--- src/rtl/lcd_nibble_writer.sv ---
// lcd_nibble_writer: sends bytes to a 4-bit HD44780-style LCD as two timed nibble strobes (high nibble first).
// Optional macro LCD_INIT_SEQ_EN adds the power-up wait and the 0x3,0x3,0x3,0x2 init nibbles before IDLE.
module lcd_nibble_writer #(
    parameter int SETUP_CYC     = 2,
    parameter int PULSE_CYC     = 12,
    parameter int HOLD_CYC      = 2,
    parameter int GAP_CYC       = 2000,
    parameter int LONG_GAP_CYC  = 82000,
    parameter int INIT_WAIT_CYC = 750000
) (
    input  logic       clk,
    input  logic       rst_n,
    input  logic       wr_valid,
    input  logic       wr_rs,
    input  logic [7:0] wr_data,
    output logic       wr_ready,
    output logic       busy,
    output logic       e,
    output logic       sf_e,
    output logic       rs,
    output logic       rw,
    output logic [3:0] lcd_nib
);

    // A zero count would otherwise mean "never leave the state", so it is promoted to one clock.
    localparam int S_EFF = (SETUP_CYC     < 1) ? 1 : SETUP_CYC;
    localparam int P_EFF = (PULSE_CYC     < 1) ? 1 : PULSE_CYC;
    localparam int H_EFF = (HOLD_CYC      < 1) ? 1 : HOLD_CYC;
    localparam int G_EFF = (GAP_CYC       < 1) ? 1 : GAP_CYC;
    localparam int L_EFF = (LONG_GAP_CYC  < 1) ? 1 : LONG_GAP_CYC;
    localparam int I_EFF = (INIT_WAIT_CYC < 1) ? 1 : INIT_WAIT_CYC;

    localparam int MAX_A   = (S_EFF > P_EFF) ? S_EFF : P_EFF;
    localparam int MAX_B   = (H_EFF > G_EFF) ? H_EFF : G_EFF;
    localparam int MAX_C   = (L_EFF > I_EFF) ? L_EFF : I_EFF;
    localparam int MAX_AB  = (MAX_A > MAX_B) ? MAX_A : MAX_B;
    localparam int MAX_CYC = (MAX_AB > MAX_C) ? MAX_AB : MAX_C;
    localparam int CNT_W   = $clog2(MAX_CYC) + 1;

    typedef logic [CNT_W-1:0] cnt_t;

    localparam cnt_t ONE      = cnt_t'(1);
    localparam cnt_t SETUP_LD = cnt_t'(S_EFF);
    localparam cnt_t PULSE_LD = cnt_t'(P_EFF);
    localparam cnt_t HOLD_LD  = cnt_t'(H_EFF);
    localparam cnt_t GAP_LD   = cnt_t'(G_EFF);
    localparam cnt_t LONG_LD  = cnt_t'(L_EFF);
`ifdef LCD_INIT_SEQ_EN
    localparam cnt_t INIT_LD  = cnt_t'(I_EFF);
`endif

    typedef enum logic [3:0] {
        ST_IDLE,
        ST_SETUP_HI,
        ST_PULSE_HI,
        ST_HOLD_HI,
        ST_SETUP_LO,
        ST_PULSE_LO,
        ST_HOLD_LO,
        ST_GAP,
        ST_BOOT
`ifdef LCD_INIT_SEQ_EN
        , ST_INIT_WAIT
`endif
    } state_t;

    state_t     state;
    cnt_t       cnt;
    logic       cap_rs;
    logic [7:0] cap_data;
    logic       long_gap;

`ifdef LCD_INIT_SEQ_EN
    logic       init_act;
    logic [1:0] init_idx;

    assign long_gap = init_act || (!cap_rs && (cap_data == 8'h01 || cap_data == 8'h02));
`else
    assign long_gap = !cap_rs && (cap_data == 8'h01 || cap_data == 8'h02);
`endif

    assign wr_ready = (state == ST_IDLE);
    assign busy     = ~wr_ready;
    assign sf_e     = 1'b1;
    assign rw       = 1'b0;

    // Every state counts down from its load value and leaves when the count reaches one.
    always_ff @(posedge clk or negedge rst_n) begin
        if (!rst_n) begin
            state    <= ST_BOOT;
            cnt      <= '0;
            e        <= 1'b0;
            rs       <= 1'b0;
            lcd_nib  <= 4'h0;
            cap_rs   <= 1'b0;
            cap_data <= 8'h00;
`ifdef LCD_INIT_SEQ_EN
            init_act <= 1'b0;
            init_idx <= 2'd0;
`endif
        end else begin
            case (state)
                ST_BOOT: begin
`ifdef LCD_INIT_SEQ_EN
                    state    <= ST_INIT_WAIT;
                    cnt      <= INIT_LD;
                    init_act <= 1'b1;
                    init_idx <= 2'd0;
`else
                    state <= ST_IDLE;
                    cnt   <= '0;
`endif
                end
`ifdef LCD_INIT_SEQ_EN
                ST_INIT_WAIT: begin
                    if (cnt == ONE) begin
                        state   <= ST_SETUP_LO;
                        cnt     <= SETUP_LD;
                        rs      <= 1'b0;
                        lcd_nib <= 4'h3;
                    end else begin
                        cnt <= cnt - ONE;
                    end
                end
`endif
                ST_IDLE: begin
                    if (wr_valid) begin
                        state    <= ST_SETUP_HI;
                        cnt      <= SETUP_LD;
                        cap_rs   <= wr_rs;
                        cap_data <= wr_data;
                        rs       <= wr_rs;
                        lcd_nib  <= wr_data[7:4];
                    end
                end
                ST_SETUP_HI, ST_SETUP_LO: begin
                    if (cnt == ONE) begin
                        state <= (state == ST_SETUP_HI) ? ST_PULSE_HI : ST_PULSE_LO;
                        cnt   <= PULSE_LD;
                        e     <= 1'b1;
                    end else begin
                        cnt <= cnt - ONE;
                    end
                end
                ST_PULSE_HI, ST_PULSE_LO: begin
                    if (cnt == ONE) begin
                        state <= (state == ST_PULSE_HI) ? ST_HOLD_HI : ST_HOLD_LO;
                        cnt   <= HOLD_LD;
                        e     <= 1'b0;
                    end else begin
                        cnt <= cnt - ONE;
                    end
                end
                ST_HOLD_HI: begin
                    if (cnt == ONE) begin
                        state   <= ST_SETUP_LO;
                        cnt     <= SETUP_LD;
                        lcd_nib <= cap_data[3:0];
                    end else begin
                        cnt <= cnt - ONE;
                    end
                end
                ST_HOLD_LO: begin
                    if (cnt == ONE) begin
                        state <= ST_GAP;
                        cnt   <= long_gap ? LONG_LD : GAP_LD;
                    end else begin
                        cnt <= cnt - ONE;
                    end
                end
                ST_GAP: begin
                    if (cnt == ONE) begin
`ifdef LCD_INIT_SEQ_EN
                        // Init nibbles reuse the low-nibble path; the fourth one is 0x2 (switch to 4-bit mode).
                        if (init_act && init_idx != 2'd3) begin
                            init_idx <= init_idx + 2'd1;
                            state    <= ST_SETUP_LO;
                            cnt      <= SETUP_LD;
                            lcd_nib  <= (init_idx == 2'd2) ? 4'h2 : 4'h3;
                        end else begin
                            init_act <= 1'b0;
                            state    <= ST_IDLE;
                            cnt      <= '0;
                        end
`else
                        state <= ST_IDLE;
                        cnt   <= '0;
`endif
                    end else begin
                        cnt <= cnt - ONE;
                    end
                end
                default: begin
                    state <= ST_BOOT;
                    cnt   <= '0;
                    e     <= 1'b0;
                end
            endcase
        end
    end

endmodule

--- config.mk ---
export PLATFORM = sky130hd
export DESIGN_NAME = lcd_nibble_writer
export DESIGN_NICKNAME = d
export VERILOG_FILES = /design/src/rtl/lcd_nibble_writer.sv
export SDC_FILE = /design/constraint.sdc
export NUM_CORES = 1
export LEC_CHECK = 0
export BUFFER_PORTS_ARGS = -buffer_cell sky130_fd_sc_hd__buf_2
export CORE_ASPECT_RATIO = 1.1
export CORE_MARGIN = 2
export CORE_UTILIZATION = 50
export DETAILED_ROUTE_END_ITERATION = 8
export PLACE_DENSITY = 0.72
export SLEW_MARGIN = 10
export SYNTH_ARGS = -nofsm -noshare
export SYNTH_HDL_FRONTEND = slang
export SYNTH_SLANG_ARGS = --single-unit
export TNS_END_PERCENT = 100
--- constraint.sdc ---
create_clock -name clk -period 1.85 [get_ports clk]
set_input_delay 0.185 -clock clk [delete_from_list [all_inputs] [get_ports clk]]
set_output_delay 0.185 -clock clk [all_outputs]
set_load 0.01 [all_outputs]
* Word level (Yosys, flattened, before mapping) *
Cells that the tools add are included.
W data, S select, Z words.

storage, ports and cells
  register bits after elaboration = 39
  input bits = 12
  output and inout port bits = 10
  logic and storage cells = 61

operators by class
  add/subtract/negate cells = 1
  equality and inequality tests = 17
  mux-type cells = 22
  bitwise operators = 2
  reduce and logical (&&, ||, !) cells = 13

operators by type and width
  cell                     number
  $mux W21                 5
  $pmux W21 S5             1
  $mux W4                  8
  $pmux W4 S7              1
  $eq A21 B1 Y1 const B    1
  $sub A21 B1 Y21 const B  1
  $mux W17                 1
  $eq A4 B3 Y1 const B     4
  $ne A2 B2 Y1 const B     6
  $eq A4 B2 Y1 const B     2
  $eq A8 B1 Y1 const B     1
  $eq A8 B2 Y1 const B     1
  $pmux W4 S2              1
  $mux W3                  2
  $reduce_and A3 Y1        2
  $reduce_and A6 Y1        1
  $reduce_or A5 Y1         1
  $eq A4 B1 Y1 const B     1
  $eq A4 B4 Y1 const B     1
  $logic_not A4 Y1         1
  $reduce_or A2 Y1         2
  $pmux W1 S3              1
  $reduce_or A3 Y1         1
  $mux W1                  2
  6 further kinds          7

* Longest topological paths before layout *
  word-level depth = 6
  depth in mapped cells = 9
  gate-level depth less buffers = 8

* Worst setup path before layout *
Ideal clock, no wire load.

  path kind = register to register
  start = reg cnt[6]
  end = reg state[0]
  arrival = 1.786 ns
  data required time = 1.725 ns
  slack = -0.060 ns
  stages on the path, launching flop included = 7
  buffers on the path = 1
  cell sequence = dfrtp_1 -> nor4_4 -> nand3_1 -> nor2_2 -> a211o_1 -> buf_2 -> mux2_2

between the ends
  longest elaborated chain between the ends = 3
  elaborated cells between the ends (all ways) = 7
  classes of those cells = 6 x eq/ne; 1 x reduce/logical

RTL lines
  item                           line  text
  start: declaration             68    cnt_t cnt;
  start signal: assignment       142   cnt <= cnt - ONE;
  start signal: assignment       151   cnt <= cnt - ONE;
  start signal: assignment       160   cnt <= cnt - ONE;
  $eq A21 B1 Y1 *                --
  $ne A2 B2 Y1 (no line)         --
  $reduce_and A6 Y1 (no line) *  --
  end signal: assignment         138   state <= (state == ST_SETUP_HI) ? ST_PULSE_HI : ST_PULSE_LO;
  end signal: assignment         147   state <= (state == ST_PULSE_HI) ? ST_HOLD_HI : ST_HOLD_LO;
  end: declaration               67    state_t state;

Every way passes the cells marked *; elsewhere a longest branch is shown, timed or not.
A chain may end at the register's enable or synchronous reset.

* Worst setup path in the final report *
  start = reg cnt[0]
  end = reg cnt[17]

between the ends
  longest elaborated chain between the ends = 3
  elaborated cells between the ends (all ways) = 7
  classes of those cells = 1 x add/sub; 1 x eq/ne; 5 x mux

RTL lines
  item                                                     line  text
  $sub A21 B1 Y21 / $eq A21 B1 Y1 (equally long branches)  --
  $mux W21 (on tied branches)                              --
  $pmux W21 S5 *                                           102   case (state)

Marked as above.

==> metrics <==
syn_area_per_cell 9.46 um^2; setup slack at placement -112 ps; Die Wd 66.9 um; number of I/O pins 22; status finished, violations left; leading cell type in the layout, fill and taps excluded buf_4; Fmax 0.506 GHz; critical path peak fanout 5; hpwl dp 3.83 mm; library cells used by synthesis 52; Worst setup SP type flop; Syn Nets 244; failing checks negative setup slack; critical path's largest stage delay 590 ps; Final setup viols 20; DR WL/cell 16.2 um; Num Clock Sinks 39; Leakage 1.39 nW; reg-to-reg critical path endpoint cnt[17]$_DFFE_PN0N_; Layout fillers 326; Layout Skew 3.52 ps; worst setup margin -127 ps; DRC errors left 0; GRT Util Overall 0.240; Synth Flop Type dfrtp_1; via count 2047; relative slew slack 0.664; period utilization 1.07; largest net degree at the start of global routing 40; Cell Pwr Density 1850 nW/um^2; maximum clock path buffer count 2; Placed Area 2630 um^2; hold endpoint cap_data[1]$_DFFE_PN0P_; Clk pin slew, worst setup/hold paths 80 ps; CTS buffer count 5; Mapped Area 2180 um^2; ANT cells 0; Site Rows 25; Initial Util 0.511; ys async rst share 1.00; worst ir drop on vdd 1.16 mV; Metal-1 WL 2.40 mm; area of the die 4900 um^2; RD Place Congestion 0.836; Hold Startpoint wr_data[1]; initial antenna violation count 0; TritonCTS clock tree built; first-pass GRT wire length 8.84 mm; Met3 Wirelength 226 um; Congestion Overflow GR 0; Setup CP Type flop to flop; Crit path required time 2070 ps; sequential element share of the synthesized area 0.449; clk_lat worst skew 290 ps; share of cells above drive strength 1 0.462; area occupied by multi-input gates 1390 um^2; Post-synth EDFFs 0; design area 3100 um^2; Hold WC Path Type input port to flop; Worst-Margin Slew 504 ps; die height 73.2 um; Post-DRT Antenna Nets 0; port bufs 19; Crit-path slowest cell or4_4; Cells after Synth 230; Worst R2R Start cnt[0]$_DFFE_PN0N_; Max Cap Viol 0; Synth warnings 0; reg-to-reg setup timing slack -130 ps; Clock Root Buffer clkbuf_8; drt pass-1 iters 4; Final Hold Viols 0; FF-to-FF path depth 5; 1st-iter DRT viols 100; top sig layer met4; Final #Nets 314; Final Max Tran Viols 0; Register Area 980 um^2; worst hold stages 2; Via density 5.77; Met2 Routed Length 2.94 mm; Post-Route WL 5.76 mm; crit end category flop; WP data arrival 2200 ps; Final min period 1980 ps; area grow syn2layout 42.5%; Seq cells post-synth 39; RSZ-0062 raised after global routing true; CTS H-Tree Depth 2; crit-path cells or4_4 > nor3_4 > nand4_4 > or3_1 > a21oi_1; Core Area 4250 um^2; vias in the first global route 1912; most frequent cells in the layout buf_4, dfrtp_1, nor2_1
[logic make-up after synthesis]
kind of cell / Yosys count / synth area share
buffers and inverters: 15 / 0.0345
and+or+nand+nor: 101 / 0.250
adders and majority gates: 2 / 0.0115
xor gates and xnor gates: 10 / 0.0403
other: 2 / 0.00345
AOI/OAI and AO/OA: 50 / 0.155
muxes: 11 / 0.0564
DFF: 39 / 0.449
[metal layers]
metal | vias to the layer above | GRT usage
li1 | 974 | -
met1 | 992 | 0.305
met2 | 59 | 0.406
met3 | 22 | 0.0509
met4 | 0 | 0.0816
met5 | - | 0
[synthesized netlist by cell type (5+ instances only)]
| cell type | count | area (um^2) |
|---|---|---|
| dfrtp_1 | 38 | 951 |
| nor2_1 | 24 | 90.1 |
| nand2_1 | 21 | 78.8 |
| o21ai_0 | 14 | 70.1 |
| nor3_1 | 11 | 55.1 |
| mux2_2 | 10 | 113 |
| nand3_1 | 10 | 50.1 |
| buf_2 | 6 | 30.0 |
| nor4_1 | 6 | 37.5 |
| or3_1 | 6 | 37.5 |
| xnor2_1 | 6 | 52.6 |
| inv_1 | 5 | 18.8 |
[registers in the layout, indices dropped and copies added (netlist names)]
signal and flops:
cap_data 8, e 1, lcd_nib 4, cnt 21
state 4, cap_rs 1
[worst max-delay path, delay by kind of cell, from the launching register on]
family             cells  cell delay (ps)
AOI/OAI and AO/OA      1              150
DFF                    1              460
and+or+nand+nor        4             1290
[power breakdown]
part | switching, mW | internal (mW)
sequential | 0.319 | 1.23
combinational | 1.78 | 1.67
clock | 0.299 | 0.436
total | 2.39 | 3.33
[stage by stage]
| step | util | TNS, ps | instances | power (mW) | hold slack (ps) |
|---|---|---|---|---|---|
| global placement | 0.618 | -121 | 337 | 4.14 | 273 |
| detailed placement | 0.618 | -893 | 337 | 4.22 | 269 |
| floorplan | - | -22.9 | 230 | 3.10 | -111 |
| CTS | 0.662 | -665 | 348 | 5.10 | 117 |
| global route | 0.729 | -3720 | 355 | 6.10 | 121 |
| finish | 0.729 | -1190 | 355 | 5.73 | 121 |
[cell type report]
type | instances | area share
Clock buffer | 6 | 0.0266
Sequential cell | 39 | 0.316
Tap cell | 54 | 0.0218
Multi-Input combinational cell | 176 | 0.448
Inverter | 5 | 0.00605
Clock inverter | 2 | 0.0113
Timing Repair Buffer | 73 | 0.171
[timing repair]
action,4_1_cts,5_1_grt
pin swaps,5,28
resized for setup,10,57
hold buffers,1,0
setup buffers,2,8
endpoints found under the setup margin,21,29
hold endpoints to repair,38,0
gates cloned,0,0
[worst max path at each step]
stage | start | endpoint | slack, ps
after floorplan | cnt[6]$_DFFE_PN0N_ | state[0]$_DFFE_PN0P_ | -20
after global routing | cnt[1]$_DFFE_PN0N_ | cnt[14]$_DFFE_PN0N_ | -200
final | cnt[0]$_DFFE_PN0N_ | cnt[17]$_DFFE_PN0N_ | -130
after detailed placement | cnt[0]$_DFFE_PN0N_ | cnt[19]$_DFFE_PN0N_ | -110
after CTS | cnt[1]$_DFFE_PN0N_ | state[2]$_DFFE_PN0P_ | -90
after global placement | cnt[0]$_DFFE_PN0N_ | cnt[7]$_DFFE_PN0N_ | -40
Note: power is estimated with default switching activity, not from simulation.
